**src/rtl/bus_mux_arb_if.sv**
```systemverilog
// bus_mux_arb_if
//   Bundles the control, source and result signals of the datapath bus
//   multiplexer / arbiter so that the processor datapath and the mux share one
//   connection. Clock and reset are plain ports on the module, not part of
//   this interface.
//
//   Signals
//     mode      1      0 = direct one-hot select, 1 = round-robin arbitration
//     sel       N      one-hot source select (mode 0)
//     req       N      per-source bus request (mode 1)
//     hold      1      keep the current grant while the holder keeps requesting
//     err_clr   1      clears the sticky select-error flag
//     src_data  N*W    source k on bits [k*W +: W]
//     bus_out   W      registered bus word
//     bus_valid 1      bus_out was loaded on the last edge
//     bus_src   IDX_W  index of the source held in bus_out
//     grant     N      registered one-hot grant (mode 1 only)
//     sel_err   1      sticky multi-hot select flag
//     bus_par   1      even parity of bus_out (only with BUS_MUX_PARITY_EN)
//
//   Modports
//     master : the control/datapath side that drives the requests
//     slave  : the bus_mux_arb side
interface bus_mux_arb_if #(
  parameter int W     = 16,
  parameter int N     = 11,
  parameter int IDX_W = 4
);
  logic             mode;
  logic [N-1:0]     sel;
  logic [N-1:0]     req;
  logic             hold;
  logic             err_clr;
  logic [N*W-1:0]   src_data;
  logic [W-1:0]     bus_out;
  logic             bus_valid;
  logic [IDX_W-1:0] bus_src;
  logic [N-1:0]     grant;
  logic             sel_err;
`ifdef BUS_MUX_PARITY_EN
  logic             bus_par;
`endif

  modport master (
    output mode, sel, req, hold, err_clr, src_data,
    input  bus_out, bus_valid, bus_src, grant, sel_err
`ifdef BUS_MUX_PARITY_EN
    , input bus_par
`endif
  );

  modport slave (
    input  mode, sel, req, hold, err_clr, src_data,
    output bus_out, bus_valid, bus_src, grant, sel_err
`ifdef BUS_MUX_PARITY_EN
    , output bus_par
`endif
  );
endinterface

```
**src/rtl/bus_mux_arb.sv**
```systemverilog
// bus_mux_arb
//   Registered bus multiplexer for the multicycle processor datapath. Each
//   rising clock edge one of N source words (registers, G, DIN, memory) may be
//   loaded into bus_out. In mode 0 the control FSM picks the source with a
//   one-hot sel; in mode 1 the sources request the bus and a round-robin
//   arbiter picks one, optionally keeping the grant while hold is asserted.
//
//   Ports
//     clock  in  1   rising-edge clock
//     reset  in  1   asynchronous, active-high reset
//     bif    slave modport of bus_mux_arb_if (see that file for the signals)
//
//   Configuration
//     BUS_MUX_PARITY_EN : when defined, adds bif.bus_par, the even parity of
//                         bus_out, registered together with bus_out.
module bus_mux_arb #(
  parameter int W     = 16,
  parameter int N     = 11,
  parameter int IDX_W = 4
) (
  input logic          clock,
  input logic          reset,
  bus_mux_arb_if.slave bif
);

  // The arbiter has no separate state register: it is GRANTED exactly when
  // some grant bit is set, IDLE otherwise.
  localparam logic [0:0] ARB_IDLE    = 1'b0;
  localparam logic [0:0] ARB_GRANTED = 1'b1;

  logic [W-1:0]     bus_out_q;
  logic             bus_valid_q;
  logic [IDX_W-1:0] bus_src_q;
  logic [N-1:0]     grant_q;
  logic             sel_err_q;
  logic [IDX_W-1:0] rr_ptr;

  logic [0:0]       arb_state;

  logic             sel_seen;
  logic             sel_multi;
  logic [IDX_W-1:0] sel_idx;

  logic [IDX_W-1:0] hold_idx;

  logic             win_found;
  logic [IDX_W-1:0] win_idx;

  logic             do_load;
  logic [IDX_W-1:0] load_idx;
  logic [W-1:0]     load_word;
  logic [N-1:0]     grant_next;
  logic [IDX_W-1:0] ptr_next;
  logic             err_set;

  assign arb_state = (grant_q != '0) ? ARB_GRANTED : ARB_IDLE;

  // Decode sel: remember whether any bit is set, whether more than one is
  // set, and the index of the (last) set bit, which is the selected source
  // when exactly one bit is set.
  always_comb begin
    sel_seen  = 1'b0;
    sel_multi = 1'b0;
    sel_idx   = '0;
    for (int k = 0; k < N; k++) begin
      if (bif.sel[k]) begin
        if (sel_seen) sel_multi = 1'b1;
        sel_seen = 1'b1;
        sel_idx  = IDX_W'(k);
      end
    end
  end

  // Encode the one-hot grant back to the index of the current holder.
  always_comb begin
    hold_idx = '0;
    for (int k = 0; k < N; k++) begin
      if (grant_q[k]) hold_idx = IDX_W'(k);
    end
  end

  // Round-robin search: scan the request vector starting at rr_ptr and
  // wrapping past N-1 back to 0; the first requester found wins.
  always_comb begin
    win_found = 1'b0;
    win_idx   = '0;
    for (int i = 0; i < N; i++) begin
      int j;
      j = int'(rr_ptr) + i;
      if (j >= N) j = j - N;
      if (!win_found && bif.req[j]) begin
        win_found = 1'b1;
        win_idx   = IDX_W'(j);
      end
    end
  end

  // Decide what happens at the next edge: which source (if any) is loaded,
  // the next grant, the next round-robin pointer and whether sel_err is set.
  // A held grant is only honoured while its holder still requests; otherwise
  // the arbiter falls through to a normal round-robin decision that edge.
  always_comb begin
    do_load    = 1'b0;
    load_idx   = bus_src_q;
    grant_next = '0;
    ptr_next   = rr_ptr;
    err_set    = 1'b0;
    if (!bif.mode) begin
      if (sel_seen && !sel_multi) begin
        do_load  = 1'b1;
        load_idx = sel_idx;
      end
      err_set = sel_multi;
    end else if (arb_state == ARB_GRANTED && bif.hold && bif.req[hold_idx]) begin
      do_load    = 1'b1;
      load_idx   = hold_idx;
      grant_next = grant_q;
    end else if (win_found) begin
      do_load    = 1'b1;
      load_idx   = win_idx;
      grant_next = {{(N-1){1'b0}}, 1'b1} << win_idx;
      ptr_next   = (win_idx == IDX_W'(N - 1)) ? '0 : win_idx + IDX_W'(1);
    end
  end

  // Pick the word of the chosen source out of the flattened source bus.
  always_comb begin
    load_word = '0;
    for (int k = 0; k < N; k++) begin
      if (load_idx == IDX_W'(k)) load_word = bif.src_data[k*W +: W];
    end
  end

  // Output and arbiter registers. bus_out and bus_src only change when a
  // source is actually loaded; bus_valid reports whether that happened.
  // sel_err is sticky, and a new select error beats a simultaneous clear.
  always_ff @(posedge clock or posedge reset) begin
    if (reset) begin
      bus_out_q   <= '0;
      bus_valid_q <= 1'b0;
      bus_src_q   <= '0;
      grant_q     <= '0;
      sel_err_q   <= 1'b0;
      rr_ptr      <= '0;
    end else begin
      bus_valid_q <= do_load;
      if (do_load) begin
        bus_out_q <= load_word;
        bus_src_q <= load_idx;
      end
      grant_q <= grant_next;
      rr_ptr  <= ptr_next;
      if (err_set) begin
        sel_err_q <= 1'b1;
      end else if (bif.err_clr) begin
        sel_err_q <= 1'b0;
      end
    end
  end

`ifdef BUS_MUX_PARITY_EN
  logic bus_par_q;

  // Parity is computed from the incoming word so it lands on the same edge
  // as bus_out and holds whenever bus_out holds.
  always_ff @(posedge clock or posedge reset) begin
    if (reset) begin
      bus_par_q <= 1'b0;
    end else if (do_load) begin
      bus_par_q <= ^load_word;
    end
  end

  assign bif.bus_par = bus_par_q;
`endif

  assign bif.bus_out   = bus_out_q;
  assign bif.bus_valid = bus_valid_q;
  assign bif.bus_src   = bus_src_q;
  assign bif.grant     = grant_q;
  assign bif.sel_err   = sel_err_q;

endmodule

```
**src/flat_wrapper.sv**
```systemverilog
// flat-port wrapper written by rule: the top's interface ports become plain ports
module bus_mux_arb_flat 
#(
  parameter int W     = 16,
  parameter int N     = 11,
  parameter int IDX_W = 4
)
  (clock, reset, bif_mode, bif_sel, bif_req, bif_hold, bif_err_clr, bif_src_data, bif_bus_out, bif_bus_valid, bif_bus_src, bif_grant, bif_sel_err);
  bus_mux_arb_if #(.W(W), .N(N), .IDX_W(IDX_W)) bif_i ();
  input logic clock;
  input logic reset;
  input wire logic [$bits(bif_i.mode)-1:0] bif_mode;
  input wire logic [$bits(bif_i.sel)-1:0] bif_sel;
  input wire logic [$bits(bif_i.req)-1:0] bif_req;
  input wire logic [$bits(bif_i.hold)-1:0] bif_hold;
  input wire logic [$bits(bif_i.err_clr)-1:0] bif_err_clr;
  input wire logic [$bits(bif_i.src_data)-1:0] bif_src_data;
  output wire logic [$bits(bif_i.bus_out)-1:0] bif_bus_out;
  output wire logic [$bits(bif_i.bus_valid)-1:0] bif_bus_valid;
  output wire logic [$bits(bif_i.bus_src)-1:0] bif_bus_src;
  output wire logic [$bits(bif_i.grant)-1:0] bif_grant;
  output wire logic [$bits(bif_i.sel_err)-1:0] bif_sel_err;
  assign bif_i.mode = bif_mode;
  assign bif_i.sel = bif_sel;
  assign bif_i.req = bif_req;
  assign bif_i.hold = bif_hold;
  assign bif_i.err_clr = bif_err_clr;
  assign bif_i.src_data = bif_src_data;
  assign bif_bus_out = bif_i.bus_out;
  assign bif_bus_valid = bif_i.bus_valid;
  assign bif_bus_src = bif_i.bus_src;
  assign bif_grant = bif_i.grant;
  assign bif_sel_err = bif_i.sel_err;
  bus_mux_arb #(.W(W), .N(N), .IDX_W(IDX_W)) u_core (.clock(clock), .reset(reset), .bif(bif_i));
endmodule
```
**config.mk**
```make
export PLATFORM = sky130hd
export DESIGN_NAME = bus_mux_arb_flat
export DESIGN_NICKNAME = d
export VERILOG_FILES = /design/src/rtl/bus_mux_arb_if.sv /design/src/rtl/bus_mux_arb.sv /design/src/flat_wrapper.sv
export SDC_FILE = /design/constraint.sdc
export NUM_CORES = 1
export LEC_CHECK = 0
export CORE_ASPECT_RATIO = 1.2
export CORE_UTILIZATION = 65
export DETAILED_ROUTE_END_ITERATION = 7
export DONT_BUFFER_PORTS = 1
export MAX_ROUTING_LAYER = met4
export PLACE_DENSITY_LB_ADDON = 0.15
export SLEW_MARGIN = 20
export SYNTH_ARGS = -nofsm -noshare
export SYNTH_HDL_FRONTEND = slang
export SYNTH_SLANG_ARGS = --single-unit
```
**constraint.sdc**
```tcl
create_clock -name clock -period 10.8 [get_ports clock]
set_input_delay 2.16 -clock clock [delete_from_list [all_inputs] [get_ports clock]]
set_output_delay 2.16 -clock clock [all_outputs]
set_load 0.01 [all_outputs]
```
### Word-level counts from Yosys, hierarchy flattened

Cells that the tools add are included.

| word-level totals | value |
|---|---|
| bits in latches | 0 |
| bits in registers | 37 |
| word-level logic and storage cells | 239 |
| bits of input ports | 203 |
| RAM bits | 0 |
| memory bits (read-only) | 0 |
| memories | 0 |

| operators by class | value |
|---|---|
| bitwise gates (word level) | 1 |
| $mul | 0 |
| equal/unequal tests | 12 |
| shift-type cells | 1 |
| add/sub/neg operators | 22 |
| order comparisons | 23 |
| mux-type cells | 146 |
| reduce and logical (&&, ||, !) cells | 28 |
| divide/modulo/power cells | 0 |

Operators by type and width:

| cell | number |
|---|---|
| $lt A32 B6 Y1 const B | 11 |
| $mux W32 | 11 |
| $ge A32 B5 Y1 const B | 10 |
| $sub A32 B5 Y32 const B | 10 |
| $mux W16 | 11 |
| $mux W4 | 22 |
| $mux W1 | 75 |
| $bmux W1 S4 | 12 |
| $mux W11 | 3 |
| $mux W3 | 8 |
| $add A4 B3 Y5 const B | 4 |
| $eq A4 B3 Y1 const B | 4 |
| $eq A4 B4 Y1 const B | 4 |
| $add A4 B4 Y5 const B | 3 |
| $logic_and A1 B1 Y1 | 13 |
| $logic_not A1 Y1 | 11 |
| $reduce_bool A11 Y1 | 1 |
| $shl A1 B4 Y11 const A | 1 |
| $add A4 B2 Y5 const B | 2 |
| $eq A4 B2 Y1 const B | 2 |
| $mux W2 | 4 |
| $add A4 B1 Y5 const B | 1 |
| $lt A4 B5 Y1 const B | 1 |
| $sub A4 B4 Y5 const B | 1 |
| 8 further kinds | 8 |

### Depth between registers and ports, before layout

Gate-level depths: netlist of the first run.

| logic depth | value |
|---|---|
| word-level depth | 51 |
| mapped depth | 30 |

### Worst setup path before layout of the first run

Ideal clock, no wire load.

| path | value |
|---|---|
| path kind | input-to-reg |
| start point | in bif_req[3] |
| end point | reg u_core.bus_out_q[14], in the netlist u_core.bif.bus_out[14] |
| path slack | 4,663 ps |
| stages on the path | 20 |
| data arrival time | 6,011 ps |
| library setup time | 126 ps |
| data required time | 10,674 ps |
| cells stage by stage | clkbuf_1 mux4_2 nand3_1 o21a_1 o22ai_1 or2_0 buf_2 or4_4 nor4_2 buf_4 and4_1 o41ai_1 o21a_1 buf_6 inv_6 buf_6 mux2_1 o211ai_1 a32oi_1 a221o_1 |

| between the ends | value |
|---|---|
| word-level cells in the longest chain between the ends | 49 |
| elaborated cells between the ends (all ways) | 106 |
| classes of those cells | 10 x eq/ne; 74 x mux; 22 x reduce/logical |

Ends and longest elaborated chain:

| element | RTL line | source |
|---|---|---|
| start, declared | flat_wrapper.sv:14 | `input wire logic [$bits(bif_i.req)-1:0] bif_req;` |
| $bmux W1 S4 | bus_mux_arb.sv:91 | `if (!win_found && bif.req[j]) begin` |
| $mux W1 (implied by the code) (2 in a row) | bus_mux_arb.sv:91 |  |
| $mux W1 | bus_mux_arb.sv:91 |  |
| $logic_not A1 Y1 | bus_mux_arb.sv:91 |  |
| $logic_and A1 B1 Y1 | bus_mux_arb.sv:91 |  |
| $mux W1 | bus_mux_arb.sv:91 |  |
| $logic_not A1 Y1 | bus_mux_arb.sv:91 |  |
| $logic_and A1 B1 Y1 | bus_mux_arb.sv:91 |  |
| [... 22 more ...] | - |  |
| $logic_not A1 Y1 | bus_mux_arb.sv:91 |  |
| $logic_and A1 B1 Y1 | bus_mux_arb.sv:91 |  |
| $mux W4 / $mux W1 (equally long branches) | bus_mux_arb.sv:91 |  |
| $mux W4 | bus_mux_arb.sv:118 | `end else if (win_found) begin` |
| $mux W4 | bus_mux_arb.sv:114 | `end else if (arb_state == ARB_GRANTED && bif.hold && bif.req[hold_idx]) begin` |
| $mux W4 | bus_mux_arb.sv:108 | `if (!bif.mode) begin` |
| $logic_not A4 Y1 | bus_mux_arb.sv:130 | `if (load_idx == IDX_W'(k)) load_word = bif.src_data[k*W +: W];` |
| $mux W16 (11 in a row) | bus_mux_arb.sv:130 |  |
| end signal, assigned | bus_mux_arb.sv:148 | `bus_out_q <= load_word;` |
| end, declared | bus_mux_arb.sv:31 | `logic [W-1:0] bus_out_q;` |

Parallel ways exist; a longest one is shown, timed or not. The select of a mux whose other input is x is not followed.
A chain may end at the register's enable or synchronous reset.

### Final worst setup path of the first run

| path | value |
|---|---|
| start point | reg u_core.rr_ptr[0] |
| end point | reg u_core.bus_out_q[14], in the netlist u_core.bif.bus_out[14] |

| between the ends | value |
|---|---|
| word-level cells in the longest chain between the ends | 51 |
| elaborated cells between the ends (all ways) | 146 |
| classes of those cells | 21 x add/sub; 11 x order compare; 10 x eq/ne; 83 x mux; 21 x reduce/logical |

Ends and longest elaborated chain:

| element | RTL line | source |
|---|---|---|
| start, declared | bus_mux_arb.sv:36 | `logic [IDX_W-1:0] rr_ptr;` |
| start signal, assigned | bus_mux_arb.sv:152 | `rr_ptr <= ptr_next;` |
| branches (longest 51 deep; another with $sub A32 B5 Y32) | - |  |

Several ways; the timed one is not identified. The select of a mux whose other input is x is not followed.

==> impl_table.tex, run 1 <==
\begin{tabular}{lr}
\hline
Metric & Value \\
\hline
\multicolumn{2}{l}{\textbf{Global routing}} \\
\quad Global Route Usage Sum & 52.3\% \\
\quad Wire length of the first global-routing pass & 55,700 µm \\
\quad Maximum number of pins on one net before global-route repair & 67 \\
\quad Overflow after GRT & 0 \\
\quad Number of antenna violations at the first check in global routing & 10 \\
\quad Number of global-route vias before repair & 9,746 \\
\multicolumn{2}{l}{\textbf{Critical path}} \\
\quad Worst reg2reg path endpoint & u\_core.bif.bus\_out[14] \\
\quad Cell family contributing the most delay on the critical path & compound AO/OA/AOI/OAI gates \\
\quad Buffering stage count on the worst path with inverters included & 4 \\
\quad Slowest cell on crit path & a41o\_1 \\
\quad Critical path required time & 10,980 ps \\
\quad Type of origin of the critical path & flop \\
\quad Type of element capturing the critical path & flop \\
\quad Slowest stage delay, CP & 840 ps \\
\quad CP Cell Sequence & inv\_1 -> buf\_4 -> ha\_1 -> buf\_4 -> mux2i\_1 -> mux2\_2 -> o21a\_1 -> o22ai\_1 -> or2\_0 -> or4\_4 -> nor4\_2 -> a41o\_1 -> a221oi\_1 -> o21a\_1 -> inv\_6 -> o211ai\_2 -> nand2b\_1 -> o21ai\_0 -> nor3\_1 -> a221o\_1 \\
\quad Largest fanout on the critical path & 50 \\
\quad Reg2Reg Depth & 20 \\
\quad Endpoint arrival time on the critical path & 8780 ps \\
\quad Reg2Reg Setup Slack & 2200 ps \\
\quad Worst reg2reg startpoint & u\_core.rr\_ptr[0] \\
\quad Worst Path Class, Setup & flop to flop \\
\multicolumn{2}{l}{\textbf{Timing}} \\
\quad Crit path time final & 8600 ps \\
\quad Maximum frequency from static timing analysis & 116 MHz \\
\quad Unrepaired setup endpoints after global routing & false \\
\quad Hold violation total from the final report & 0 \\
\quad Max-slew violation total from the final report & 0 \\
\quad Final total negative setup slack & 0 ps \\
\quad Tightest slew margin relative to the limit & 23.5\% \\
\quad Slew of the pin with the lowest slew margin & 1140 ps \\
\quad Hold Slack & 581 ps \\
\quad Max Clock Skew & 3.90 ps \\
\quad Setup violations, final & 0 \\
\quad Crit share post-route & 79.7\% \\
\multicolumn{2}{l}{\textbf{Status}} \\
\quad Result of the run & finished clean \\
\multicolumn{2}{l}{\textbf{Worst hold path}} \\
\quad Hold EP & u\_core.bif.bus\_out[9] \\
\quad Start point of the worst hold path & u\_core.bif.bus\_out[9] \\
\quad Worst min-delay path class & flop to flop \\
\quad Number of cells on the worst hold path & 2 \\
\multicolumn{2}{l}{\textbf{Floorplanning}} \\
\quad Area of the core region & 13,400 µm² \\
\quad Die H & 131 µm \\
\quad Row cnt & 46 \\
\quad Die Area & 14,400 µm² \\
\quad Count of pins on the block boundary & 236 \\
\quad Die width & 110 µm \\
\quad Starting density of the core & 67.4\% \\
\multicolumn{2}{l}{\textbf{Synth}} \\
\quad Synthesized netlist cell count & 1,247 \\
\quad Syn. warnings & 0 \\
\quad Largest cells by area after synthesis & dfrtp\_1 (10\%), mux2i\_1 (7.3\%), nand2\_1 (5.2\%) \\
\quad Dominant cell type by area after synthesis & dfrtp\_1 \\
\quad Avg Synthesized Cell Area & 7.24 µm² \\
\quad Synth cell types & 109 \\
\quad Netlist area before placement & 9030 µm² \\
\quad Synthesized net count & 1,468 \\
\quad Flip-flop and latch count after synthesis & 37 \\
\quad Number of enable-type register cells in the synthesized netlist & 0 \\
\quad Fraction of registers with async set/reset & 100\% \\
\quad Part of the Yosys area used for sequential elements & 10.2\% \\
\quad Commonest register cell after synthesis & dfrtp\_1 \\
\quad Area share of the largest cell type after synthesis & 10.2\% \\
\multicolumn{2}{l}{\textbf{Clock tree}} \\
\quad TritonCTS clock tree & built \\
\quad Cts repair resizes & 0 \\
\quad Inserted Clock Buffers & 5 \\
\quad CTS Hold Buffers Added & 0 \\
\quad Post CTS Setup Buffer Count & 0 \\
\quad H-tree depth & 2 \\
\quad Worst-skew pair later-pin latency & 290 ps \\
\quad Sink Count & 37 \\
\quad Root Buffer Master & clkbuf\_16 \\
\quad Maximum clock path buffer count & 2 \\
\quad Clock Pin Slew Worst Setup and Hold Paths & 60 ps \\
\multicolumn{2}{l}{\textbf{Final layout}} \\
\quad Most common library cell in the layout ignoring fill and taps & nand2\_1 \\
\quad Net count of the finished layout & 1,385 \\
\quad Most used cells in the layout excluding fill and tap cells & nand2\_1 (124), a21oi\_1 (85), nor2\_1 (83) \\
\quad Area added between synthesis and finish & -0.817\% \\
\quad Final Non-Filler Cells & 1,347 \\
\quad Fraction of final layout cells sized beyond drive strength 1 & 9.27\% \\
\multicolumn{2}{l}{\textbf{Drt}} \\
\quad Routed WL per cell & 27.5 µm \\
\quad DRC & 0 \\
\quad Final Routed Wirelength & 37,100 µm \\
\quad First-pass iteration count of the detailed router & 8 \\
\quad Ratio of routed vias to standard cells & 7.85 \\
\quad Remaining antenna violation count & 0 \\
\quad Initial DRC count & 1,418 \\
\quad Detailed-route via count & 10.6k \\
\multicolumn{2}{l}{\textbf{Placed design}} \\
\quad Estimated wirelength of the detail-placed design & 28,000 µm \\
\quad Routability-driven placement congestion ratio & 1.10 \\
\quad Inst Count DP & 1,325 \\
\quad Number of port buffers & 0 \\
\multicolumn{2}{l}{\textbf{Run}} \\
\quad Reported max-cap violation count & 0 \\
\hline
\end{tabular}
-- registers in the layout (all words and copies together) (netlist names) --
signal / cells
u_core.bif.bus_src: 4
u_core.rr_ptr: 4
u_core.bif.bus_valid: 1
u_core.bif.sel_err: 1
u_core.bif.bus_out: 16
u_core.bif.grant: 11
-- cells in the mapped netlist (all sizes together), types with 9 or more instances --
| cell | instances |
|---|---|
| ha | 17 |
| a211oi | 24 |
| nor3 | 46 |
| dfrtp | 37 |
| nand2 | 125 |
| clkbuf | 36 |
| xnor2 | 16 |
| a2bb2oi | 14 |
| nand3 | 38 |
| o21bai | 11 |
| nand4 | 9 |
| inv | 47 |
| nor4 | 13 |
| o2bb2ai | 13 |
| mux2i | 66 |
| o2111ai | 19 |
| or2 | 9 |
| nor2 | 83 |
| buf | 69 |
| mux2 | 29 |
| o21ai | 72 |
| and2 | 23 |
| o31ai | 12 |
| o21a | 14 |
| a31oi | 20 |
| nand2b | 20 |
| a211o | 9 |
| nor2b | 15 |
| o211ai | 31 |
| a21oi | 88 |
| and3 | 16 |
| or3 | 22 |
| a221oi | 9 |
| a21boi | 13 |
| o22ai | 15 |
-- tightest hold or removal path, stage by stage (launching register included) --
cell and delay, ps:
dfrtp_1 410, nand2_1 70, o21ai_1 70
-- kinds of logic (layout without fill, tap and decap cells) --
group | Yosys count | after routing | share of synthesized area, %
xor+xnor | 22 | 22 | 2.37
simple gates | 450 | 450 | 25.6
flops | 37 | 37 | 10.2
other cells | 0 | 14 | 0
mux | 102 | 102 | 12.7
buf+inv | 152 | 70 | 8.60
fa+ha+maj | 18 | 18 | 2.58
compound gates | 466 | 466 | 37.9
-- final cells by class --
class	count	area, µm²
flip-flops and latches	37	930
clock buffers	5	125
inverters	47	181
multi-input cells	1058	7340
well taps	168	210
clock inverters	3	21.3
fillers	1232	4450
repair buffers	15	113
diodes	14	35.0
-- worst max path at each step --
stage,startpoint,end,slack (ps),cells past startpoint
final,u_core.rr_ptr[0],u_core.bif.bus_out[14],2200,20
after global routing,u_core.rr_ptr[0],u_core.bif.bus_out[14],1710,20
after CTS,u_core.rr_ptr[0],u_core.bif.bus_out[14],2440,20
after detailed placement,u_core.rr_ptr[0],u_core.bif.bus_out[14],2450,20
after global placement,u_core.rr_ptr[0],u_core.bif.bus_out[14],2730,20
after floorplan,bif_req[3],u_core.bif.bus_out[14],4660,20
-- routing by layer --
| metal | global-route usage (%) | part of all wire [%] | vias to the layer above |
|---|---|---|---|
| met5 | - | 0 | - |
| met4 | 35.7 | 8.5 | 0 |
| met3 | 16.2 | 13 | 265 |
| met2 | 78.4 | 44 | 815 |
| met1 | 58.4 | 34 | 4835 |
| li1 | - | - | 4657 |
-- metrics by stage --
stage	utilization, %	setup slack, ps	cell area, µm²
after global routing	66.8	1710	8950
after floorplan	-	4660	9030
final	66.8	2200	8960
after global placement	65.4	2730	8770
after CTS	66.5	2440	8920
after detailed placement	65.4	2450	8770
Power of run 1 is left out: the tool's default activity adds up to more than one toggle a clock period on the data nets, which glitch-free logic cannot reach.
==> run 2: changes to the inputs <==
Settings changed: ABC_AREA from default to 1, CORE_UTILIZATION 65 to 60.
Clock period 10.8 ns to 7.9 ns, I/O delays scaled along.
==> run 2 against run 1 <==
Against the previous run: setup slack worse by 32 ps; cell count increased by 5.0%; count of clock-buffer cells in the layout did not move; critical endpoint is now u_core.bif.bus_out[0].
==> impl_table.tex, run 2 <==
\begin{tabular}{lr}
\hline
Metric & Value \\
\hline
\multicolumn{2}{l}{\textbf{Status}} \\
\quad Result of the run & finished clean \\
\multicolumn{2}{l}{\textbf{Synth}} \\
\quad Adder-cell share of the synthesized area & 3.31\% (+0.73 points) \\
\quad Combinational family with the most area after synthesis & simple AND/OR/NAND/NOR gates \\
\quad Fraction of registers with async set/reset & 100\% (unchanged) \\
\quad Synth Area in Compound Gates & 15.8\% (-22 points) \\
\quad Cell types with the highest counts after synthesis & nand2\_1 (424), nand3\_1 (167), inv\_1 (143), nor2\_1 (114), o21ai\_0 (70) \\
\quad Synthesized netlist cell count & 1,280 (+2.6\%) \\
\quad Synth cell types & 56 (-49\%) \\
\quad Multiplexer area fraction after synthesis & 0\% (-13 points) \\
\quad Dominant cell type by area after synthesis & nand2\_1 \\
\quad Synthesized-area fraction occupied by and/or/nand/nor cells & 54.2\% (+29 points) \\
\quad Area share of the largest cell type after synthesis & 22.6\% (+12 points) \\
\quad Commonest register cell after synthesis & dfrtp\_1 \\
\quad Avg Synthesized Cell Area & 5.50 µm² (-24\%) \\
\quad Synthesized net count & 1,501 (+2.2\%) \\
\quad Most repeated cell in the gate-level netlist after synthesis & nand2\_1 \\
\quad Largest cells by area after synthesis & nand2\_1 (23\%), dfrtp\_1 (13\%), nand3\_1 (12\%) \\
\quad Syn. warnings & 0 (unchanged) \\
\quad Netlist area before placement & 7040 µm² (-22\%) \\
\quad Number of enable-type register cells in the synthesized netlist & 0 (unchanged) \\
\quad Flip-flop and latch count after synthesis & 37 (unchanged) \\
\quad Part of the Yosys area used for sequential elements & 13.2\% (+2.9 points) \\
\quad Xor and xnor fraction of the mapped netlist area & 0.853\% (-1.5 points) \\
\multicolumn{2}{l}{\textbf{Final layout}} \\
\quad Area added between synthesis and finish & 2.88\% \\
\quad Number of filler instances in the final layout & 1,142 (-7.3\%) \\
\quad Largest register FFs & 16 (unchanged) \\
\quad Net count of the finished layout & 1,480 (+6.9\%) \\
\quad Fraction of final layout cells sized beyond drive strength 1 & 9.52\% (+0.25 points) \\
\quad Most common library cell in the layout ignoring fill and taps & nand2\_1 \\
\quad Most used cells in the layout excluding fill and tap cells & nand2\_1 (424), nand3\_1 (167), inv\_1 (143) \\
\multicolumn{2}{l}{\textbf{Worst hold path}} \\
\quad Start point of the worst hold path & u\_core.bif.bus\_out[13] \\
\quad Number of cells on the worst hold path & 2 (unchanged) \\
\quad Worst min-delay path class & flop to flop \\
\multicolumn{2}{l}{\textbf{Critical path}} \\
\quad Type of origin of the critical path & flop \\
\quad Largest fanout on the critical path & 28 (-44\%) \\
\quad Worst Path Class, Setup & flop to flop \\
\quad Type of element capturing the critical path & flop \\
\quad Endpoint arrival time on the critical path & 5920 ps (-2860 ps) \\
\quad Slowest cell on crit path & dfrtp\_1 \\
\quad Reg2Reg Depth & 28 (+40\%) \\
\quad Worst reg2reg startpoint & u\_core.rr\_ptr[2] \\
\quad Buffering stage count on the worst path with inverters included & 3 (-1) \\
\quad Worst Setup SP & u\_core.rr\_ptr[2] \\
\quad Critical path required time & 8080 ps (-2900 ps) \\
\quad Cell family contributing the most delay on the critical path & simple AND/OR/NAND/NOR gates \\
\quad Depth of the critical timing path with buffers and inverters included & 28 (+40\%) \\
\quad Slowest stage delay, CP & 600 ps (-240 ps) \\
\multicolumn{2}{l}{\textbf{Clock tree}} \\
\quad H-tree depth & 2 (unchanged) \\
\quad Cts repair resizes & 0 (unchanged) \\
\quad Maximum clock path buffer count & 2 (unchanged) \\
\quad CTS Hold Buffers Added & 0 (unchanged) \\
\quad Worst-skew pair later-pin latency & 290 ps (about the same) \\
\quad TritonCTS clock tree & built \\
\quad Post CTS Setup Buffer Count & 0 (unchanged) \\
\quad Inserted Clock Buffers & 5 (unchanged) \\
\quad Sink Count & 37 (unchanged) \\
\quad Root Buffer Master & clkbuf\_16 \\
\quad Clock Pin Slew Worst Setup and Hold Paths & 60 ps (about the same) \\
\multicolumn{2}{l}{\textbf{Placed design}} \\
\quad Estimated wirelength of the detail-placed design & 23,600 µm (-16\%) \\
\quad Routability-driven placement congestion ratio & 1.16 (+5.3\%) \\
\quad Number of port buffers & 0 (unchanged) \\
\multicolumn{2}{l}{\textbf{Timing}} \\
\quad Slew of the pin with the lowest slew margin & 873 ps (-265 ps) \\
\quad Tightest slew margin relative to the limit & 41.4\% (+18 points) \\
\quad Max-slew violation total from the final report & 0 (unchanged) \\
\quad Crit path time final & 5740 ps (-2870 ps) \\
\quad Setup violations, final & 0 (unchanged) \\
\quad Unrepaired setup endpoints after global routing & false \\
\quad Hold violation total from the final report & 0 (unchanged) \\
\quad Max Clock Skew & 6.36 ps (+2.46 ps) \\
\quad Final total negative setup slack & 0 ps (unchanged) \\
\quad Crit share post-route & 72.6\% (-7.1 points) \\
\quad Maximum frequency from static timing analysis & 174 MHz (+50\%) \\
\multicolumn{2}{l}{\textbf{Drt}} \\
\quad Metal3 WL & 3570 µm (-24\%) \\
\quad Routed WL per cell & 20.6 µm (-25\%) \\
\quad Detailed-route via count & 8,887 (-16\%) \\
\quad Ratio of routed vias to standard cells & 6.28 (-20\%) \\
\quad First-pass iteration count of the detailed router & 8 (unchanged) \\
\quad DRC & 0 (unchanged) \\
\quad Remaining antenna violation count & 0 (unchanged) \\
\quad Max Used Layer & met4 \\
\quad Final Routed Wirelength & 29,100 µm (-21\%) \\
\quad Initial DRC count & 900 (-37\%) \\
\quad Detailed-route wire length on metal 1 & 10,200 µm (-20\%) \\
\quad Sum of met2 wire segment lengths after detailed routing & 13,000 µm (-21\%) \\
\multicolumn{2}{l}{\textbf{Floorplanning}} \\
\quad Die width & 101 µm (-8.0\%) \\
\quad Area of the core region & 11,200 µm² (-16\%) \\
\quad Starting density of the core & 62.6\% (-4.8 points) \\
\quad Row cnt & 42 (-8.7\%) \\
\quad Die H & 121 µm (-8.0\%) \\
\quad Die Area & 12,200 µm² (-15\%) \\
\quad Count of pins on the block boundary & 236 (unchanged) \\
\multicolumn{2}{l}{\textbf{Global routing}} \\
\quad Global Route Usage Sum & 50.1\% (-2.1 points) \\
\quad Wire length of the first global-routing pass & 44,600 µm (-20\%) \\
\quad Maximum number of pins on one net before global-route repair & 38 (-43\%) \\
\quad Overflow after GRT & 0 (unchanged) \\
\quad Number of antenna violations at the first check in global routing & 1 (-9) \\
\quad Number of global-route vias before repair & 8,152 (-16\%) \\
\multicolumn{2}{l}{\textbf{Run}} \\
\quad Reported max-cap violation count & 0 (unchanged) \\
\hline
\end{tabular}
==> run 2: cell count changes in the layout (fill, tap and decap cells not counted), sizes merged, moves of 21 or more <==
| cell | delta |
|---|---|
| nand2 | +336 |
| nand3 | +140 |
| inv | +123 |
| mux2i | -66 |
| a21oi | -50 |
| nor2 | +42 |
| nor3 | -40 |
| o21ai | +30 |
| mux2 | -29 |
| nand4 | +27 |
| a211oi | -23 |
| or3 | -22 |
| and2 | -21 |
==> run 2: kinds of logic (layout without fill, tap and decap cells) <==
kind of cell | count (synthesis) | in the layout
simple gates | 821 | 821
buf+inv | 212 | 192
compound gates | 186 | 186
flops | 37 | 37
fa+ha+maj | 18 | 18
xor+xnor | 6 | 6
other cells | 0 | 1
==> run 2: worst reg2reg max path, delay by kind of cell (launching register included) <==
family | cells | cell delay, ps
adder cells (fa/ha/maj) | 1 | 420
flip-flops | 1 | 600
buffers and inverters | 3 | 430
AND/OR/NAND/NOR | 21 | 3340
AO/OA/AOI/OAI | 3 | 840
==> run 2: final cells by class <==
class / count / area (µm²) / share of cell area, %
clock buffer: 5 / 125 / 1.73
inverter: 182 / 689 / 9.52
clock inverter: 3 / 68.8 / 0.951
antenna: 1 / 2.50 / 0.0346
sequential: 37 / 926 / 12.8
multi-input combinational: 1031 / 5220 / 72.1
timing repair buffer: 2 / 15.0 / 0.207
tap: 154 / 193 / 2.66
==> run 2: metrics by stage <==
stage	area (µm²)	std cells	setup slack, ps	hold WS (ps)	util [%]
after floorplan	7040	1280	3620	515	-
after global placement	7040	1406	2460	539	62.6
after detailed placement	7040	1406	2360	541	62.6
after CTS	7240	1414	2350	556	64.4
after global routing	7240	1415	1650	568	64.4
final	7240	1415	2160	556	64.4
==> run 2: worst paths after layout <==
kind	slack, ps	to
hold reg to reg	560	u_core.bif.bus_out[13]
hold / removal	560	u_core.bif.bus_out[13]
setup / recovery	2160	u_core.bif.bus_out[0]
setup reg to reg	2160	u_core.bif.bus_out[0]
max in group asynchronous	6260	u_core.rr_ptr[0]
min in group asynchronous	1310	u_core.bif.grant[4]
==> run 2: layer usage <==
metal / vias up / global-route usage [%]
li1: 4124 / -
met1: 3945 / 56.3
met2: 626 / 80.1
met3: 192 / 12.3
met4: 0 / 30.6
met5: - / -
Power of run 2 is left out for the same reason.
==> run 3: changes to the inputs <==
Settings changed: CORE_UTILIZATION 60 to 65.
Clock period 7.9 ns to 5.9 ns, I/O delays scaled along.
==> run 3 against run 2 <==
Against the previous run: critical path type unchanged; global-route usage is 4.1 points higher; cell count is 0.42% lower; count of clock-buffer cells in the layout stayed put; sequential cell count stayed put; fmax is 5.5% higher; sequential share of layout area is 0.12 points lower; largest cell class unchanged; worst hold slack worse by 2.4 ps; the run now ends with design-rule violations left.
==> impl_table.tex, run 3 (synthesis gave the netlist of run 2 again) <==
\begin{tabular}{lr}
\hline
Metric & Value \\
\hline
\multicolumn{2}{l}{\textbf{Timing}} \\
\quad Maximum frequency from static timing analysis & 184 MHz (+5.5\%) \\
\quad Crit path time final & 5440 ps (-300 ps) \\
\quad Crit share post-route & 92.1\% (+20 points) \\
\quad Hold violation total from the final report & 0 (unchanged) \\
\quad Slew of the pin with the lowest slew margin & 914 ps (+40.7 ps) \\
\quad Unrepaired setup endpoints after global routing & false \\
\quad Max Clock Skew & 2.71 ps (-3.65 ps) \\
\quad Max-slew violation total from the final report & 0 (unchanged) \\
\quad Tightest slew margin relative to the limit & 38.4\% (-2.9 points) \\
\quad Setup violations, final & 0 (unchanged) \\
\quad Final total negative setup slack & 0 ps (unchanged) \\
\multicolumn{2}{l}{\textbf{Drt}} \\
\quad First-pass iteration count of the detailed router & 8 (unchanged) \\
\quad Routed WL per cell & 21.4 µm (+3.8\%) \\
\quad Ratio of routed vias to standard cells & 6.58 (+4.8\%) \\
\quad Detailed-route via count & 9,273 (+4.3\%) \\
\quad Final Routed Wirelength & 30,100 µm (+3.4\%) \\
\quad Initial DRC count & 1,170 (+30\%) \\
\quad Remaining antenna violation count & 0 (unchanged) \\
\quad DRC & 1 (+1) \\
\multicolumn{2}{l}{\textbf{Floorplanning}} \\
\quad Starting density of the core & 66.9\% (+4.3 points) \\
\quad Die width & 97.0 µm (-3.8\%) \\
\quad Die H & 116 µm (-3.9\%) \\
\quad Count of pins on the block boundary & 236 (unchanged) \\
\quad Area of the core region & 10,500 µm² (-6.5\%) \\
\quad Die Area & 11,200 µm² (-7.6\%) \\
\quad Row cnt & 41 (-2.4\%) \\
\multicolumn{2}{l}{\textbf{Final layout}} \\
\quad Fraction of final layout cells sized beyond drive strength 1 & 10.6\% (+1.1 points) \\
\quad Most used cells in the layout excluding fill and tap cells & nand2\_1 (424), nand3\_1 (167), inv\_1 (143) \\
\quad Register cell area after layout & 926 µm² (unchanged) \\
\quad Net count of the finished layout & 1,495 (+1.0\%) \\
\quad Area added between synthesis and finish & 3.82\% \\
\quad Multi-input logic area & 5220 µm² (unchanged) \\
\quad Most common library cell in the layout ignoring fill and taps & nand2\_1 \\
\quad Number of filler instances in the final layout & 968 (-15\%) \\
\quad Largest register FFs & 16 (unchanged) \\
\multicolumn{2}{l}{\textbf{Critical path}} \\
\quad Largest fanout on the critical path & 17 (-39\%) \\
\quad Reg2Reg Depth & 30 (+7.1\%) \\
\quad Slowest stage delay, CP & 760 ps (+160 ps) \\
\quad Worst reg2reg path endpoint & u\_core.bif.bus\_out[10] \\
\quad Type of origin of the critical path & flop \\
\quad Worst Setup SP & u\_core.rr\_ptr[0] \\
\quad CP dominant cell by count & nand2\_1 \\
\quad Worst reg2reg startpoint & u\_core.rr\_ptr[0] \\
\quad Critical path required time & 6080 ps (-2000 ps) \\
\quad Worst Path Class, Setup & flop to flop \\
\quad Endpoint arrival time on the critical path & 5620 ps (-300 ps) \\
\quad Type of element capturing the critical path & flop \\
\quad Reg2Reg Setup Slack & 460 ps (-1700 ps) \\
\quad Slowest cell on crit path & o21ai\_0 \\
\multicolumn{2}{l}{\textbf{Clock tree}} \\
\quad Root Buffer Master & clkbuf\_16 \\
\quad TritonCTS clock tree & built \\
\quad Maximum clock path buffer count & 2 (unchanged) \\
\quad CTS Hold Buffers Added & 0 (unchanged) \\
\quad Sink Count & 37 (unchanged) \\
\quad Cts repair resizes & 0 (unchanged) \\
\quad H-tree depth & 2 (unchanged) \\
\quad Post CTS Setup Buffer Count & 0 (unchanged) \\
\quad Inserted Clock Buffers & 5 (unchanged) \\
\quad Clock Pin Slew Worst Setup and Hold Paths & 60 ps (about the same) \\
\quad Worst-skew pair later-pin latency & 290 ps (about the same) \\
\multicolumn{2}{l}{\textbf{Worst hold path}} \\
\quad Worst min-delay path class & flop to flop \\
\quad Number of cells on the worst hold path & 2 (unchanged) \\
\quad Hold EP & u\_core.bif.bus\_out[7] \\
\quad Start point of the worst hold path & u\_core.bif.bus\_out[7] \\
\multicolumn{2}{l}{\textbf{Placed design}} \\
\quad Routability-driven placement congestion ratio & 1.10 (-5.0\%) \\
\quad Estimated wirelength of the detail-placed design & 24,000 µm (+1.6\%) \\
\quad Number of port buffers & 0 (unchanged) \\
\multicolumn{2}{l}{\textbf{Global routing}} \\
\quad Wire length of the first global-routing pass & 45,600 µm (+2.2\%) \\
\quad Number of antenna violations at the first check in global routing & 5 (+4) \\
\quad Global Route Usage Sum & 54.2\% (+4.1 points) \\
\quad Maximum number of pins on one net before global-route repair & 38 (unchanged) \\
\quad Overflow after GRT & 0 (unchanged) \\
\quad Number of global-route vias before repair & 8,392 (+2.9\%) \\
\multicolumn{2}{l}{\textbf{Status}} \\
\quad Result of the run & finished, violations left \\
\quad Failing checks & design-rule violations \\
\multicolumn{2}{l}{\textbf{Run}} \\
\quad Reported max-cap violation count & 0 (unchanged) \\
\hline
\end{tabular}
## run 3: cell count changes in the layout (fill, tap and decap cells not counted), sizes merged
cell and change:
diode +4, buf +15, bufinv -1, clkinv +1
## run 3: metal layers
layer | share of wire (%) | vias up | track usage (%)
li1 | - | 4153 | -
met1 | 32 | 4052 | 57.1
met4 | 9.5 | 0 | 40.1
met2 | 44 | 814 | 86.5
met5 | 0 | - | -
met3 | 14 | 254 | 16.6
## run 3: layout make-up
type | instances | area share [%]
inverters | 182 | 9.44
diodes | 5 | 0.171
repair buffers | 17 | 1.75
multi-input cells | 1031 | 71.5
clock buffers | 5 | 1.71
flip-flops and latches | 37 | 12.7
well taps | 129 | 2.21
clock inverters | 3 | 0.599
## run 3: worst max path at each step
stage	to	slack (ps)
CTS	u_core.bif.bus_out[7]	810
finish	u_core.bif.bus_out[10]	460
detailed placement	u_core.bif.bus_out[7]	860
global placement	u_core.bif.bus_out[10]	860
global route	u_core.bif.bus_out[7]	240
floorplan	u_core.bif.bus_out[12]	1720
## run 3: through the flow
stage / util, % / area, µm² / cells / hold WS, ps / setup WS (ps)
2_1_floorplan: - / 7040 / 1280 / 515 / 1720
3_3_place_gp: 67.7 / 7120 / 1396 / 537 / 859
3_5_place_dp: 67.7 / 7120 / 1396 / 539 / 863
4_1_cts: 69.4 / 7290 / 1404 / 556 / 808
5_1_grt: 69.5 / 7310 / 1409 / 570 / 235
6_report: 69.5 / 7310 / 1409 / 553 / 465
## run 3: worst max-delay path, delay by kind of cell (launching register included)
kind                       cells  cell delay (ps)
and+or+nand+nor               19             2280
buffers and inverters          8             1210
DFF                            1              470
adders and majority gates      1              390
AOI/OAI and AO/OA              2              950
Power of run 3 is left out for the same reason.
